## src/rtl/prco_decoder_pipe.sv

```systemverilog
`default_nettype none
// +------------------------------------------------------------------+
// | prco_decoder_pipe: valid/ready decode stage with RAW/WAW stall    |
// | Rev 1.0                                                          |
// +------------------------------------------------------------------+
module prco_decoder_pipe #(
  parameter int INSTR_W = 16,
  parameter int OP_W    = 5,
  parameter int SEL_W   = 3,
  parameter int IMM_W   = 8,
  parameter int SIMM_W  = 5
) (
  input  logic                   i_clk,
  input  logic                   i_reset,
  input  logic                   i_valid,
  input  logic [INSTR_W-1:0]     i_instr,
  output logic                   o_ready,
  output logic                   q_valid,
  input  logic                   i_ready,
  input  logic                   i_flush,
  input  logic                   i_wb_en,
  input  logic [SEL_W-1:0]       i_wb_sel,
  output logic [OP_W-1:0]        q_op,
  output logic [SEL_W-1:0]       q_seld,
  output logic [SEL_W-1:0]       q_sela,
  output logic [SEL_W-1:0]       q_selb,
  output logic [IMM_W-1:0]       q_imm,
  output logic [SIMM_W-1:0]      q_simm,
  output logic                   q_reg_we,
  output logic                   q_req_alu,
  output logic                   q_req_ram,
  output logic                   q_req_ram_we,
  output logic                   q_new_uart1_data,
  output logic                   q_halt,
  output logic                   o_stall,
  output logic [(2**SEL_W)-1:0]  o_busy
);

  localparam int c_nreg  = 2**SEL_W;
  localparam int c_d_lsb = INSTR_W - OP_W - SEL_W;
  localparam int c_a_lsb = c_d_lsb - SEL_W;
  localparam int c_b_lsb = c_a_lsb - SEL_W;

  localparam logic [c_nreg-1:0] c_one = c_nreg'(1);

  localparam logic [OP_W-1:0] c_op_nop   = OP_W'(0);
  localparam logic [OP_W-1:0] c_op_movi  = OP_W'(1);
  localparam logic [OP_W-1:0] c_op_mov   = OP_W'(2);
  localparam logic [OP_W-1:0] c_op_add   = OP_W'(3);
  localparam logic [OP_W-1:0] c_op_addi  = OP_W'(4);
  localparam logic [OP_W-1:0] c_op_lw    = OP_W'(5);
  localparam logic [OP_W-1:0] c_op_sw    = OP_W'(6);
  localparam logic [OP_W-1:0] c_op_cmp   = OP_W'(7);
  localparam logic [OP_W-1:0] c_op_jmp   = OP_W'(8);
  localparam logic [OP_W-1:0] c_op_write = OP_W'(9);

  logic [OP_W-1:0]   w_op;
  logic [SEL_W-1:0]  w_d;
  logic [SEL_W-1:0]  w_a;
  logic [SEL_W-1:0]  w_b;
  logic              w_we;
  logic              w_alu;
  logic              w_ram;
  logic              w_ram_we;
  logic              w_uart;
  logic              w_known;
  logic              w_src_d;
  logic              w_src_a;
  logic [c_nreg-1:0] w_clr;
  logic [c_nreg-1:0] w_set;
  logic [c_nreg-1:0] w_busy_eff;
  logic              w_inflight;
  logic              w_haz_d;
  logic              w_haz_a;
  logic              w_hazard;
  logic              w_accept;
  logic              w_hs;

  assign w_op = i_instr[INSTR_W-1 -: OP_W];
  assign w_d  = i_instr[c_d_lsb +: SEL_W];
  assign w_a  = i_instr[c_a_lsb +: SEL_W];
  assign w_b  = i_instr[c_b_lsb +: SEL_W];

  always_comb begin
    w_we     = 1'b0;
    w_alu    = 1'b0;
    w_ram    = 1'b0;
    w_ram_we = 1'b0;
    w_uart   = 1'b0;
    w_known  = 1'b1;
    w_src_d  = 1'b0;
    w_src_a  = 1'b0;
    case (w_op)
      c_op_nop:   ;
      c_op_movi:  begin w_we = 1'b1; w_alu = 1'b1; end
      c_op_mov:   begin w_we = 1'b1; w_alu = 1'b1; w_src_a = 1'b1; end
      c_op_add:   begin w_we = 1'b1; w_alu = 1'b1; w_src_d = 1'b1; w_src_a = 1'b1; end
      c_op_addi:  begin w_we = 1'b1; w_alu = 1'b1; w_src_d = 1'b1; end
      c_op_lw:    begin w_we = 1'b1; w_alu = 1'b1; w_ram = 1'b1; w_src_a = 1'b1; end
      c_op_sw:    begin
        w_alu = 1'b1; w_ram = 1'b1; w_ram_we = 1'b1; w_src_d = 1'b1; w_src_a = 1'b1;
      end
      c_op_cmp:   begin w_alu = 1'b1; w_src_d = 1'b1; w_src_a = 1'b1; end
      c_op_jmp:   w_we = 1'b1;
      c_op_write: begin w_uart = 1'b1; w_src_d = 1'b1; end
      default:    w_known = 1'b0;
    endcase
  end

  // A writeback in this cycle releases its register before the hazard check.
  assign w_clr      = i_wb_en ? (c_one << i_wb_sel) : '0;
  assign w_busy_eff = o_busy & ~w_clr;
  assign w_inflight = q_valid & q_reg_we;

  assign w_haz_d  = (w_src_d | w_we) &
                    (w_busy_eff[w_d] | (w_inflight & (q_seld == w_d)));
  assign w_haz_a  = w_src_a &
                    (w_busy_eff[w_a] | (w_inflight & (q_seld == w_a)));
  assign w_hazard = w_haz_d | w_haz_a;

  assign o_stall  = i_valid & w_hazard;
  assign o_ready  = !i_reset & !q_halt & !w_hazard & (!q_valid | i_ready);
  assign w_accept = i_valid & o_ready & !i_flush;
  assign w_hs     = q_valid & i_ready & !i_flush;
  assign w_set    = (w_hs & q_reg_we) ? (c_one << q_seld) : '0;

  always_ff @(posedge i_clk or posedge i_reset) begin
    if (i_reset) begin
      q_valid          <= 1'b0;
      q_op             <= '0;
      q_seld           <= '0;
      q_sela           <= '0;
      q_selb           <= '0;
      q_imm            <= '0;
      q_simm           <= '0;
      q_reg_we         <= 1'b0;
      q_req_alu        <= 1'b0;
      q_req_ram        <= 1'b0;
      q_req_ram_we     <= 1'b0;
      q_new_uart1_data <= 1'b0;
      q_halt           <= 1'b0;
      o_busy           <= '0;
    end else begin
      // Set is ORed in after the clear so a same-register set wins.
      o_busy <= (o_busy & ~w_clr) | w_set;
      if (w_accept) begin
        q_valid          <= 1'b1;
        q_op             <= w_op;
        q_seld           <= w_d;
        q_sela           <= w_a;
        q_selb           <= w_b;
        q_imm            <= i_instr[IMM_W-1:0];
        q_simm           <= i_instr[SIMM_W-1:0];
        q_reg_we         <= w_we;
        q_req_alu        <= w_alu;
        q_req_ram        <= w_ram;
        q_req_ram_we     <= w_ram_we;
        q_new_uart1_data <= w_uart;
        q_halt           <= q_halt | !w_known;
      end else if (w_hs || i_flush) begin
        q_valid <= 1'b0;
      end
    end
  end

endmodule
`default_nettype wire

```

## config.mk

```make
export PLATFORM = sky130hd
export DESIGN_NAME = prco_decoder_pipe
export DESIGN_NICKNAME = d
export VERILOG_FILES = /design/src/rtl/prco_decoder_pipe.sv
export SDC_FILE = /design/constraint.sdc
export NUM_CORES = 1
export LEC_CHECK = 0
export CAP_MARGIN = 20
export CORE_MARGIN = 1
export CORE_UTILIZATION = 48
export DETAILED_ROUTE_END_ITERATION = 6
export PLACE_DENSITY = 0.95
export SLEW_MARGIN = 40
export SYNTH_ARGS = -nofsm -noshare
export SYNTH_HDL_FRONTEND = slang
export SYNTH_SLANG_ARGS = --single-unit
```

## constraint.sdc

```tcl
create_clock -name i_clk -period 6.2 [get_ports i_clk]
set_clock_uncertainty 0.1 [all_clocks]
set_input_delay 0.93 -clock i_clk [delete_from_list [all_inputs] [get_ports i_clk]]
set_output_delay 0.93 -clock i_clk [all_outputs]
set_load 0.05 [all_outputs]
```

==> flow_summary.ini, run 1 <==
[drt]
wl_um = 4540
ant_nets = 0
drcViolationCount = 0
drt_iter0_drc = 101
viasPerCell = 5.55
firstDrtPassIters = 4
wl_per_cell_um = 16.5
vias = 1533

[global_routing]
antenna_found_initial = 0
grt_usage = 0.243
first_global_vias = 1424
grt_overflow = 0
grt_max_degree = 23
grt_pass1_wl_um = 7480

[place]
dp_cells = 268
routabilityCongestion = 0.887
io_buffers = 68
postPlaceCellArea_um2 = 2480
post-place-ws_ps = 1540
detailed_place_hpwl_um = 3320

[critical_path]
r2r_end = q_op[0]
worstRegToRegCells = 6
path_class = input port to primary output
cp-end-kind = primary output
path_cells = clkdlybuf4s50_1 > and4b_1 > o32ai_1 > mux4_2 > o21ai_0 > nand2b_1 > nor2_1 > clkdlybuf4s50_1
slowest_delay_ps = 800
arrival_ps = 3630
crit_slowest_cell = clkdlybuf4s50_1
reg2reg_setup_slack_ps = 3810
crit_fanout = 8
startpoint_type = input port
path_common_cell = clkdlybuf4s50_1
r2r-start = o_busy[7]
critPathRequiredTime_ps = 5170

[clock_network]
numCtsBuffers = 5
clk_transition_reported_paths_ps = 60
cts.sinks = 31
htreeDepth = 2
cts_resized = 0
ctsHoldBuffers = 0
cts_tree = done
cts_root_buf = clkbuf_8
clock_path_buffers = 2
post-cts-setup-buffers = 0
clock_latency_ps = 290

[worst_hold_path]
hp-start = q_req_ram
min_to = q_req_ram
worstHoldPathType = register to register
hold_path_depth = 1

[layout]
layout.nets = 252
fillerInstances = 285
area_growth_pct = 36.8
drive_above_1_share = 0.132
multi_input_area_um2 = 906
antenna_cells = 0
final_area_um2 = 2560
seqCellArea_um2 = 776
layout.cells.non_filler = 276

[power]
p_per_area_nw_per_um2 = 490
p_leak_nw = 1.08
ir_worst_vdd_mv = 0.238
power_mw = 1.25

[synthesis]
ys_seq_area_frac = 0.414
synthTopCellsByArea = dfrtp_1 41%, mux2_4 14%, buf_4 4.4%
avgSynthCellArea_um2 = 11.0
syn_area_um2 = 1870
synth_nets = 195
ys_warn_count = 0
postSynthCellCount = 170
synth_top_area_cell = dfrtp_1
synth-seq-cells = 31
synthDistinctLibCells = 42
synth_top_cell_area_share = 0.414

[sta]
maxSlewHeadroom = 0.643
rsz0062_at_grt = false
setup_tns_ps = 0
worst_pin_slew_ps = 534
setup_ws_ps = 1540
layout_min_cycle_time_ps = 4660
hold_viol = 0
clock.fmax_ghz = 0.214
drv_slew = 0
setup_violations = 0
post-route-period-util = 0.752

[floorplan]
io_pins = 69
dieWidth_um = 64.4
rows = 22
dieArea_um2 = 4150
core_um2 = 3690
initial_core_util = 0.507
die_h_um = 64.4

[run_status]
status = finished clean

[job]
maxCapViolations = 0
## cell families (layout without fill, tap and decap cells)
family,Yosys count,count (layout),synth area share
flip-flops,31,31,0.414
AND/OR/NAND/NOR,49,49,0.162
AO/OA/AOI/OAI,31,31,0.129
XOR/XNOR,7,7,0.0328
buffers and inverters,32,90,0.102
multiplexers,20,20,0.160
## per-stage QoR
step	util	hold WS, ps
after global routing	0.694	441
after global placement	0.672	372
after floorplan	-	652
after detailed placement	0.672	408
after CTS	0.694	422
final	0.694	421
## worst max-delay path by stage
stage / depth (start not counted) / slack [ps] / to / startpoint
floorplan: 7 / 2490 / o_ready / i_instr[7]
global placement: 8 / 1540 / o_ready / i_wb_sel[0]
detailed placement: 8 / 1540 / o_ready / i_wb_sel[0]
CTS: 8 / 1540 / o_ready / i_wb_sel[0]
global route: 8 / 1320 / o_ready / i_wb_sel[0]
finish: 8 / 1540 / o_ready / i_wb_sel[0]
## flip-flops by register name, indices dropped and copies added (netlist names)
| signal | cells |
|---|---|
| q_reg_we | 1 |
| o_busy | 8 |
| q_new_uart1_data | 1 |
| q_selb | 2 |
| q_op | 5 |
| q_halt | 1 |
| q_sela | 3 |
| q_seld | 3 |
| q_req_ram | 1 |
| q_imm | 3 |
| q_req_alu | 1 |
| q_valid | 1 |
| q_req_ram_we | 1 |
## cells in the mapped netlist, drive strengths merged
master	n
o21a	1
mux4	1
o22ai	7
nor4b	1
xor2	6
o311a	1
buf	14
nand4b	1
o32ai	8
nor3b	1
and4b	3
o211a	2
and4bb	3
a21oi	2
clkbuf	5
nor2	7
and2b	1
a21o	1
or3	1
nand3	1
and4	1
mux2	19
nor4	2
o21ai	3
o32a	1
o21bai	2
or2	2
xnor2	1
nand2b	6
o31a	1
nor3	2
dfrtp	31
and2	1
inv	13
o221ai	2
nand2	16
## worst max-delay path: cells and delay by family
family	cells	cell delay, ps
AOI/OAI and AO/OA	2	270
buffers and inverters	2	1410
muxes	1	520
and+or+nand+nor	3	490
## where the power goes
group	total, mW	switching, mW	internal [mW]
logic	0.760	0.480	0.281
clock network	0.152	0.0738	0.0786
registers	0.342	0.0728	0.269
total	1.25	0.627	0.628
## layout make-up
class,instances,share of cell area
clock buffer,7,0.0298
clock inverter,1,0.00196
inverter,13,0.0191
multi-input combinational,107,0.354
sequential,31,0.303
tap,48,0.0235
timing repair buffer,69,0.269
## layer usage
metal / routed length (µm) / part of all wire / vias up / GRT usage
met5: 0 / 0 / - / 0
met4: 120 / 0.026 / 0 / 0.0917
met3: 368 / 0.081 / 11 / 0.0634
met2: 2230 / 0.49 / 85 / 0.386
met1: 1830 / 0.40 / 721 / 0.317
li1: - / - / 716 / -
## cells in the final DEF (no fill, tap or decap), types with 3 or more instances in the layout
| master | count |
|---|---|
| and4bb_1 | 3 |
| dfrtp_1 | 31 |
| nand2b_1 | 6 |
| and4b_1 | 3 |
| o22ai_1 | 6 |
| mux2_4 | 17 |
| nand2_1 | 16 |
| inv_1 | 13 |
| clkbuf_8 | 5 |
| o32ai_1 | 8 |
| nor2_1 | 7 |
| xor2_1 | 6 |
| clkdlybuf4s50_1 | 68 |
Power figures use the tool's default switching activity.
==> inputs of run 2 (changes only) <==
--- a/config.mk
+++ b/config.mk
@@ -7,9 +7,9 @@
 export LEC_CHECK = 0
 export CAP_MARGIN = 20
 export CORE_MARGIN = 1
-export CORE_UTILIZATION = 48
+export CORE_UTILIZATION = 40
 export DETAILED_ROUTE_END_ITERATION = 6
-export PLACE_DENSITY = 0.95
+export PLACE_DENSITY = 0.87
 export SLEW_MARGIN = 40
 export SYNTH_ARGS = -nofsm -noshare
 export SYNTH_HDL_FRONTEND = slang
==> constraint.sdc (replaced) <==
create_clock -name i_clk -period 3.9 [get_ports i_clk]
set_clock_uncertainty 0.1 [all_clocks]
set_input_delay 0.585 -clock i_clk [delete_from_list [all_inputs] [get_ports i_clk]]
set_output_delay 0.585 -clock i_clk [all_outputs]
set_load 0.05 [all_outputs]
==> run 2 against run 1 <==
Against the previous run: sequential power grew 58%; hold slack lost 14 ps; register-to-register slack lost 2200 ps; worst setup slack lost 1100 ps; clock-buffer cell count grew 1; non-clock buffer count is the same; final area grew 1.2%; die area grew 19%; combinational power grew 58%; first-iteration DRC count shrank 13%; critical path depth is the same.
==> flow_summary.ini, run 2 (synthesis gave the netlist of run 1 again) <==
[clock_network]
clock_latency_ps = 280
cts_tree = done
post-cts-setup-buffers = 0
clock_path_buffers = 2
ctsHoldBuffers = 0
cts_resized = 0
clk_transition_reported_paths_ps = 60
cts_root_buf = clkbuf_8
numCtsBuffers = 5
cts.sinks = 31
htreeDepth = 2

[critical_path]
cp-end-kind = primary output
crit_fanout = 8
startpoint_type = input port
critPathRequiredTime_ps = 3210
reg2reg_setup_slack_ps = 1590
path_cells = clkdlybuf4s50_1 > and4bb_1 > o32ai_1 > mux4_2 > o21ai_0 > nand2b_1 > nor2_1 > buf_12
slowest_delay_ps = 530
arrival_ps = 2750
crit_slowest_cell = clkdlybuf4s50_1
path_class = input port to primary output

[layout]
drive_above_1_share = 0.145
utilization = 0.587
final_area_um2 = 2590
largest_register = o_busy
reg.largest.list = o_busy x8, q_op x5
layout.cells.non_filler = 280
final_common_cell = clkdlybuf4s50_1
seqCellArea_um2 = 776
antenna_cells = 0
layout.nets = 252
largest_reg_flops = 8
area_growth_pct = 38.4
layout_common_cells = 66 x clkdlybuf4s50_1, 31 x dfrtp_1, 17 x mux2_4, 16 x nand2_1, 13 x inv_1
multi_input_area_um2 = 906
fillerInstances = 382

[sta]
drv_slew = 0
hold_viol = 0
layout_min_cycle_time_ps = 3440
clock.fmax_ghz = 0.291
worst_pin_slew_ps = 541
post-route-period-util = 0.881
setup_violations = 0
rsz0062_at_grt = false
setup_tns_ps = 0
maxSlewHeadroom = 0.639

[power]
p_leak_nw = 1.09
internal_power_mw = 1.04
power_mw = 2.02
pwr-share-comb = 0.597
clkPwrFrac = 0.136
p_per_area_nw_per_um2 = 779
seqPwrFrac = 0.267
ir_worst_vdd_mv = 0.315
sw_frac_of_total = 0.486
net-switching-power_mw = 0.980

[place]
postPlaceCellArea_um2 = 2490
detailed_place_hpwl_um = 3140
dp_cells = 272
io_buffers = 68
routabilityCongestion = 0.851

[floorplan]
io_pins = 69
dieWidth_um = 70.4
die_h_um = 70.4
initial_core_util = 0.424
core_um2 = 4410
rows = 24
dieArea_um2 = 4960

[worst_hold_path]
worstHoldPathType = register to register

[drt]
firstDrtPassIters = 7
drt_iter0_drc = 88
viasPerCell = 5.42
vias = 1518
ant_nets = 0
drcViolationCount = 0
wl_um = 4260
wl_per_cell_um = 15.2

[global_routing]
antenna_found_initial = 0
first_global_vias = 1389
grt_overflow = 0
grt_usage = 0.187
grt_max_degree = 23
grt_pass1_wl_um = 7150

[run_status]
status = finished clean

[job]
maxCapViolations = 0
==> run 2: worst max-delay path: cells and delay by family <==
family / cells / cell delay (ps)
AO/OA/AOI/OAI: 2 / 280
buffers and inverters: 2 / 700
AND/OR/NAND/NOR: 3 / 680
multiplexers: 1 / 500
==> run 2: cell type report <==
| class | count | area share |
|---|---|---|
| Sequential cell | 31 | 0.299 |
| Clock buffer | 8 | 0.0386 |
| Inverter | 13 | 0.0188 |
| Multi-Input combinational cell | 107 | 0.350 |
| Tap cell | 52 | 0.0251 |
| Timing Repair Buffer | 69 | 0.268 |
==> run 2: power groups by stage <==
stage	clock network [mW]	logic, mW	registers (mW)
2_1_floorplan	0	0.549	0.880
3_3_place_gp	0	1.20	0.540
3_5_place_dp	0	1.21	0.545
4_1_cts	0.282	1.21	0.540
5_1_grt	0.298	1.25	0.560
6_report	0.275	1.20	0.539
==> run 2: final timing paths <==
check,from,to,cells after the start
worst max register to register,o_busy[4],q_seld[1],6
max in group asynchronous,i_reset,q_sela[0],3
worst max-delay path,i_wb_sel[2],o_ready,8
worst min register to register,q_op[0],q_op[0],1
worst min-delay path,q_op[0],q_op[0],1
min in group asynchronous,i_reset,q_halt,2
==> run 2: per-layer routing <==
metal / global-route usage / share of wire
met1: 0.262 / 0.45
met2: 0.273 / 0.47
met3: 0.0476 / 0.066
met4: 0.0800 / 0.018
met5: 0 / 0
==> run 2: metrics by stage <==
step,hold WS [ps],setup WS [ps]
detailed placement,392,465
finish,407,465
global placement,389,508
floorplan,583,879
global route,422,346
CTS,413,468
==> inputs of run 3 (changes only) <==
--- a/config.mk
+++ b/config.mk
@@ -8,6 +8,7 @@
 export CAP_MARGIN = 20
 export CORE_MARGIN = 1
 export CORE_UTILIZATION = 40
+export CTS_CLUSTER_SIZE = 10
 export DETAILED_ROUTE_END_ITERATION = 6
 export PLACE_DENSITY = 0.87
 export SLEW_MARGIN = 40
==> results of run 3 <==
Final layout, timing and power as in run 2 (identical DEF).
